===== src/rtl/piradip_spi_device_core.sv =====
// piradip_spi_device_core: oversampling SPI target, all four modes, multi-word frames, tx holding register
module piradip_spi_device_core #(
  parameter int WIDTH = 8,
  parameter int SYNC_STAGES = 2,
  parameter logic [WIDTH-1:0] FILL_VALUE = WIDTH'(8'hBB),
  parameter int CNT_WIDTH = 16
) (
  input  logic                 clk,
  input  logic                 rst,
  input  logic                 cfg_cpol,
  input  logic                 cfg_cpha,
  input  logic                 sclk,
  input  logic                 mosi,
  input  logic                 csn,
  output logic                 miso,
  output logic                 miso_oe,
  input  logic [WIDTH-1:0]     tx_data,
  input  logic                 tx_valid,
  output logic                 tx_ready,
  output logic [WIDTH-1:0]     rx_data,
  output logic                 rx_valid,
  output logic                 underrun,
  output logic                 frame_abort,
  output logic                 busy,
  output logic [CNT_WIDTH-1:0] word_count
);
  localparam int BW = $clog2(WIDTH);
  typedef enum logic {IDLE, ACTIVE} state_t;
  state_t r_state, w_next;
  logic [SYNC_STAGES-1:0] r_sclk_s, r_mosi_s, r_csn_s;
  logic r_sclk_d, r_csn_d, r_cpol, r_cpha, r_need, r_miso, r_rx_valid, r_underrun, r_abort, r_hold_v;
  logic [WIDTH-1:0] r_shreg, r_hold, r_rx_data;
  logic [WIDTH-2:0] r_rxsh;
  logic [BW-1:0] r_bit_cnt;
  logic [CNT_WIDTH-1:0] r_wc;
  logic w_sclk, w_mosi, w_rise, w_fall, w_lead, w_trail, w_csn_fall, w_csn_rise;
  logic w_start, w_stop, w_run, w_samp, w_shift, w_load, w_last;
  logic [WIDTH-1:0] w_load_word, w_rx_next;
  assign w_sclk      = r_sclk_s[SYNC_STAGES-1];
  assign w_mosi      = r_mosi_s[SYNC_STAGES-1];
  assign w_rise      = w_sclk & ~r_sclk_d;
  assign w_fall      = ~w_sclk & r_sclk_d;
  assign w_lead      = r_cpol ? w_fall : w_rise;
  assign w_trail     = r_cpol ? w_rise : w_fall;
  assign w_csn_fall  = ~r_csn_s[SYNC_STAGES-1] & r_csn_d;
  assign w_csn_rise  = r_csn_s[SYNC_STAGES-1] & ~r_csn_d;
  assign w_load_word = r_hold_v ? r_hold : FILL_VALUE;
  assign w_rx_next   = {r_rxsh, w_mosi};
  assign w_last      = r_bit_cnt == BW'(WIDTH - 1);
  assign miso        = r_miso;
  assign miso_oe     = r_state == ACTIVE;
  assign busy        = r_state == ACTIVE;
  assign tx_ready    = ~r_hold_v;
  assign rx_data     = r_rx_data;
  assign rx_valid    = r_rx_valid;
  assign underrun    = r_underrun;
  assign frame_abort = r_abort;
  assign word_count  = r_wc;
  // synchronizers; csn resets to low so a frame only starts after csn is seen high again
  always_ff @(posedge clk) begin
    if (rst) begin
      r_sclk_s <= '0;
      r_mosi_s <= '0;
      r_csn_s  <= '0;
      r_sclk_d <= 1'b0;
      r_csn_d  <= 1'b0;
    end else begin
      r_sclk_s <= {r_sclk_s[SYNC_STAGES-2:0], sclk};
      r_mosi_s <= {r_mosi_s[SYNC_STAGES-2:0], mosi};
      r_csn_s  <= {r_csn_s[SYNC_STAGES-2:0], csn};
      r_sclk_d <= w_sclk;
      r_csn_d  <= r_csn_s[SYNC_STAGES-1];
    end
  end
  // frame state register
  always_ff @(posedge clk) begin
    r_state <= rst ? IDLE : w_next;
  end
  // frame entry on csn fall, exit on csn rise
  always_comb begin
    w_next = (r_state == IDLE) ? (w_csn_fall ? ACTIVE : IDLE) : (w_csn_rise ? IDLE : ACTIVE);
  end
  // per-cycle strobes; a csn rise masks any coincident sclk edge
  always_comb begin
    w_start = (r_state == IDLE) & w_csn_fall;
    w_stop  = (r_state == ACTIVE) & w_csn_rise;
    w_run   = (r_state == ACTIVE) & ~w_csn_rise;
    w_samp  = w_run & (r_cpha ? w_trail : w_lead);
    w_shift = w_run & (r_cpha ? w_lead : w_trail);
    w_load  = w_start | (w_shift & r_need);
  end
  // tx holding register: accept only when empty, emptied by every load
  always_ff @(posedge clk) begin
    if (rst) begin
      r_hold   <= '0;
      r_hold_v <= 1'b0;
    end else begin
      if (tx_valid & ~r_hold_v) r_hold <= tx_data;
      r_hold_v <= (tx_valid & ~r_hold_v) | (r_hold_v & ~w_load);
    end
  end
  // shift, sample and word bookkeeping
  always_ff @(posedge clk) begin
    if (rst) begin
      r_cpol     <= 1'b0;
      r_cpha     <= 1'b0;
      r_need     <= 1'b0;
      r_miso     <= 1'b0;
      r_shreg    <= '0;
      r_rxsh     <= '0;
      r_rx_data  <= '0;
      r_rx_valid <= 1'b0;
      r_underrun <= 1'b0;
      r_abort    <= 1'b0;
      r_bit_cnt  <= '0;
      r_wc       <= '0;
    end else begin
      r_rx_valid <= 1'b0;
      r_underrun <= 1'b0;
      r_abort    <= 1'b0;
      if (w_start) begin
        r_cpol     <= cfg_cpol;
        r_cpha     <= cfg_cpha;
        r_need     <= 1'b0;
        r_wc       <= '0;
        r_bit_cnt  <= '0;
        r_shreg    <= cfg_cpha ? w_load_word : {w_load_word[WIDTH-2:0], 1'b0};
        r_miso     <= ~cfg_cpha & w_load_word[WIDTH-1];
        r_underrun <= ~r_hold_v;
      end
      if (w_stop) begin
        r_miso    <= 1'b0;
        r_bit_cnt <= '0;
        r_abort   <= r_bit_cnt != '0;
      end
      if (w_samp) begin
        r_rxsh     <= w_rx_next[WIDTH-2:0];
        r_bit_cnt  <= w_last ? '0 : r_bit_cnt + BW'(1);
        r_need     <= r_need | w_last;
        r_rx_valid <= w_last;
        if (w_last) r_rx_data <= w_rx_next;
        if (w_last) r_wc <= (&r_wc) ? r_wc : r_wc + CNT_WIDTH'(1);
      end
      if (w_shift) begin
        r_need     <= 1'b0;
        r_miso     <= r_need ? w_load_word[WIDTH-1] : r_shreg[WIDTH-1];
        r_shreg    <= r_need ? {w_load_word[WIDTH-2:0], 1'b0} : {r_shreg[WIDTH-2:0], 1'b0};
        r_underrun <= r_need & ~r_hold_v;
      end
    end
  end
endmodule


===== config.mk =====
export PLATFORM = sky130hd
export DESIGN_NAME = piradip_spi_device_core
export DESIGN_NICKNAME = d
export VERILOG_FILES = /design/src/rtl/piradip_spi_device_core.sv
export SDC_FILE = /design/constraint.sdc
export NUM_CORES = 1
export LEC_CHECK = 0
export ABC_AREA = 1
export BUFFER_PORTS_ARGS = -buffer_cell sky130_fd_sc_hd__buf_2
export CORE_MARGIN = 2
export CORE_UTILIZATION = 45
export CTS_CLUSTER_SIZE = 24
export DETAILED_ROUTE_END_ITERATION = 10
export GPL_TIMING_DRIVEN = 0
export PLACE_DENSITY = 0.65
export SLEW_MARGIN = 10
export SYNTH_ARGS = -nofsm -noshare
export SYNTH_HDL_FRONTEND = slang
export SYNTH_SLANG_ARGS = --single-unit

===== constraint.sdc =====
create_clock -name clk -period 4.9 [get_ports clk]
set_input_delay 0.98 -clock clk [delete_from_list [all_inputs] [get_ports clk]]
set_output_delay 0.98 -clock clk [all_outputs]
set_load 0.02 [all_outputs]

# Word level (Yosys, flattened, before mapping)
# Cells that the tools add are included.
[word_totals]
out_inout_bits = 31
wordCells = 90
in_bits = 16
ff_bits = 67
[op_classes]
n_bitwise = 28
reduce_logical = 10
eq_ne = 2
muxes = 28
add_sub_neg = 2
[ops]
columns = ["operator", "count"]
rows = [
  ["$mux W16", 4],
  ["$mux W8", 5],
  ["$add A16 B1 Y16 const B", 1],
  ["$reduce_and A16 Y1", 1],
  ["$mux W1", 15],
  ["$and A1 B1 Y1", 14],
  ["$mux W3", 4],
  ["$not A1 Y1", 11],
  ["$reduce_bool A3 Y1", 3],
  ["$reduce_or A2 Y1", 3],
  ["$reduce_bool A2 Y1", 2],
  ["$add A3 B1 Y3 const B", 1],
  ["$eq A3 B3 Y1 const B", 1],
  ["$ne A3 B3 Y1 const B", 1],
  ["$or A1 B1 Y1", 3],
  ["$reduce_and A2 Y1", 1],
]

# Logic depth before layout (Yosys ltp)
[logic_depth]
ltp_word = 10
depth_mapped = 12
ltp_nobuf = 12

# Worst setup path after synthesis
# No wires, ideal clock.
[synth_path]
kind = "input-to-reg"
start = "in rst"
end = "reg r_wc[4] (netlist: word_count[4])"
arrival_ns = 1.874
setup_slack_ns = 2.911
stages = 7
n_path_buf = 1
t_required_ns = 4.785
setup_time_ns = 0.115
cell_sequence = "clkbuf_1 -> clkinv_1 -> nand2_1 -> inv_1 -> nand2_1 -> nand2_1 -> and2_1"
[synth_lines]
columns = ["element", "line_no", "rtl"]
rows = [
  ["from (decl)", "9", "input logic rst,"],
  ["to (signal assigned)", "142", "if (w_last) r_wc <= (&r_wc) ? r_wc : r_wc + CNT_WIDTH'(1);"],
  ["to (decl)", "35", "logic [CNT_WIDTH-1:0] r_wc;"],
]

==> impl_metrics.csv <==
group,metric,value,unit
clocking,cts_resized,0,
grt,grt_max_degree,14,
synthesis,synth_xor_xnor_area_share,0.0107,
hold_path,hp-class,"reg -> reg",
synthesis,syn_area_per_cell,6.97,µm²
pwr,switching_share,0.259,
synthesis,synth_fp_nets,492,
finish,diodes,0,
routing,dr.pass1.iters,4,
routing,drt-initial-drc-count,124,
timing,tightest_slew,0.540,ns
die,die_height,89.5,µm
place,hpwlAfterDp,5660,µm
finish,regArea,1340,µm²
run,drv_cap,0,
finish,area_growth,16.5,%
synthesis,synth_top_family_by_area,"simple AND/OR/NAND/NOR gates",
worst_setup_path,path_max_fanout,10,
timing,timing.final.crit_share,0.433,
worst_setup_path,end_kind,"flip-flop",
timing,period_minus_slack,2.12,ns
finish,multiInputGateArea,1590,µm²
die,dieArea,8010,µm²
routing,remaining_drc_errors,0,
routing,routed_via_density,4.97,
finish,nFillCells,759,
worst_setup_path,startpoint_type,"input pin",
synthesis,postSynthCellCount,472,
routing,wl_per_cell,12.2,µm
die,start_util,0.458,
place,port_buffers,44,
outcome,status,"finished, final reports clean",
timing,slew_headroom,0.640,
clocking,postCtsSetupBuffers,0,
grt,grt_pass1_vias,2855,
grt,antenna_found_initial,0,
timing,setup_viol,0,
timing,hold_ws,0.404,ns
die,fp-row-count,31,
routing,wl,7670,µm
place,placed_cell_area,3630,µm²
synthesis,synth_fa_ha_area_frac,0.0152,
worst_setup_path,crit_type,"in -> reg",
synthesis,synth-main-ff-cell,"dfxtp_1",
synthesis,synth.distinct_cells,36,
clocking,path_clk_slew,0.08,ns
place,routabilityCongestion,0.899,
worst_setup_path,crit_top_cell,"nand2_1",
clocking,cts.root.buffer_cell,"clkbuf_8",
pwr,power.density,289,nW/µm²
finish,final_cell_area,3830,µm²
clocking,cts_tree,"yes",
timing,finalSetupTns,0,ns
pwr,clkPwrFrac,0.424,
synthesis,synth_compound_area_frac,0.148,
timing,finalClockSkew,0.0151,ns
timing,fmax,471,MHz
worst_setup_path,worstPathRequired,5.15,ns
pwr,p_sw,0.286,mW
grt,grt_usage,0.205,
synthesis,yosys_warnings,0,
timing,setup_ws,2.78,ns
finish,drive_above_1_share,0.177,
place,pre_cts_slack,2.41,ns
timing,drv_slew,0,
worst_setup_path,max_stage_delay,0.40,ns
clocking,cts_sinks,67,
pwr,ir_drop,0.140,mV
synthesis,muxShareOfSynthArea,0.00913,
pwr,seqPwrFrac,0.508,
die,core,7180,µm²
finish,nets,547,
routing,route.vias.total,3133,
synthesis,syn-cell-area,3290,µm²
worst_setup_path,cpMaxStageDelayCell,"clkinv_1",
timing,finalHoldViolations,0,
pwr,comb_power_share,0.068,
synthesis,ys_seq_elements,67,
grt,grt.overflow.total,0,
clocking,clk_latency,0.35,ns
clocking,cts_buffers,9,
timing,rsz0062_at_grt,"no",
worst_setup_path,crit_chain,"clkbuf_1, clkinv_1, nand2_1, inv_1, nand2_1, nand2_1, and2_1",
synthesis,synth_edf_count,0,
worst_setup_path,cp.arrival,2.37,ns
clocking,cts_max_path_buffers,2,
pwr,intPower,0.820,mW
synthesis,yosys.area_share.simple,0.300,
clocking,htree_levels,3,
die,die_x,89.5,µm
clocking,hold_buffers,0,
synthesis,yosysSeqAreaShare,0.408,
die,io_pins,47,
grt,grt_pass1_wl,12700,µm
routing,drt.antenna.violating_nets,0,
synthesis,async_flop_share,0,
pwr,leakage,1.75,nW
cells by family after synthesis:
group,after synthesis
XOR/XNOR,4
AND/OR/NAND/NOR,216
flip-flops,67
adder cells (fa/ha/maj),4
buffers and inverters,87
AO/OA/AOI/OAI,91
multiplexers,3
registers in the layout, indices dropped and copies added, names as in the netlist, 3 cells and up:
register	flops
r_bit_cnt	3
r_hold	8
r_rxsh	7
r_shreg	8
rx_data	8
word_count	16
synthesized netlist by cell type (4+ instances only):
| master | number | area (µm²) |
|---|---|---|
| a21oi_1 | 33 | 165 |
| nand2_1 | 113 | 424 |
| dfxtp_1 | 67 | 1340 |
| inv_2 | 4 | 15.0 |
| nor2_1 | 32 | 120 |
| buf_2 | 6 | 30.0 |
| clkbuf_1 | 8 | 30.0 |
| nand4_1 | 6 | 37.5 |
| inv_1 | 62 | 233 |
| nand3_1 | 43 | 215 |
| o21bai_1 | 4 | 30.0 |
| nand3_2 | 4 | 40.0 |
| ha_1 | 4 | 50.1 |
| nand2_2 | 5 | 31.3 |
| o21ai_0 | 47 | 235 |
power by group through the flow:
stage                     clock network (mW)  logic (mW)  registers [mW]
after global routing                   0.503      0.0861           0.563
final                                  0.470      0.0749           0.562
after detailed placement                   0      0.0749           0.575
after CTS                              0.481      0.0751           0.562
after global placement                     0      0.0738           0.574
after floorplan                            0      0.0529           0.574
area by class of cell:
type	count	share of cell area
repair buffers	44	0.0575
well taps	99	0.0323
plain buffers	19	0.0268
inverters	68	0.0669
flip-flops and latches	67	0.350
multi-input cells	318	0.414
clock inverters	7	0.0196
clock buffers	9	0.0323
routing by layer:
| layer | routed length (µm) | vias to the layer above | track usage |
|---|---|---|---|
| met1 | 3660 | 1429 | 0.258 |
| met4 | 164 | 0 | 0.103 |
| met5 | 0 | - | 0 |
| met2 | 3570 | 67 | 0.340 |
| met3 | 277 | 13 | 0.0342 |
| li1 | - | 1624 | - |
critical path, delay by kind of cell:
family        cells  cell delay [ns]
buf+inv           3             0.85
simple gates      4             0.55
stage by stage:
stage	std cells	power, mW	utilization
2_1_floorplan	472	0.627	-
3_3_place_gp	615	0.648	0.506
3_5_place_dp	615	0.649	0.506
4_1_cts	631	1.12	0.534
5_1_grt	631	1.15	0.534
6_report	631	1.11	0.534
cell usage in the layout (no fill, tap or decap), types with 2 or more instances in the layout:
| cell type | count |
|---|---|
| clkinv_4 | 2 |
| nand3_1 | 43 |
| clkbuf_8 | 9 |
| clkbuf_1 | 8 |
| nor2_2 | 2 |
| and2_1 | 2 |
| nor2_4 | 3 |
| clkinv_2 | 3 |
| inv_6 | 2 |
| buf_2 | 50 |
| o21bai_1 | 4 |
| nand4_1 | 6 |
| nand2_1 | 113 |
| a211oi_1 | 2 |
| dfxtp_1 | 67 |
| nand2_4 | 2 |
| ha_1 | 4 |
| nor2_1 | 32 |
| inv_1 | 62 |
| inv_2 | 4 |
| nand2_2 | 5 |
| buf_6 | 2 |
| a21oi_1 | 33 |
| a31oi_1 | 2 |
| nand3_2 | 4 |
| xnor2_1 | 3 |
| o21ai_0 | 47 |
| mux2i_1 | 3 |
| buf_4 | 2 |
final timing paths:
check	slack (ns)	depth (start not counted)	start	end
max	2.78	7	rst	word_count[4]
min	0.40	2	r_csn_s[0]	r_csn_s[1]
max reg2reg	3.04	9	r_bit_cnt[0]	word_count[5]
min reg2reg	0.40	2	r_csn_s[0]	r_csn_s[1]
No activity file was read; power rests on OpenSTA's default activity.
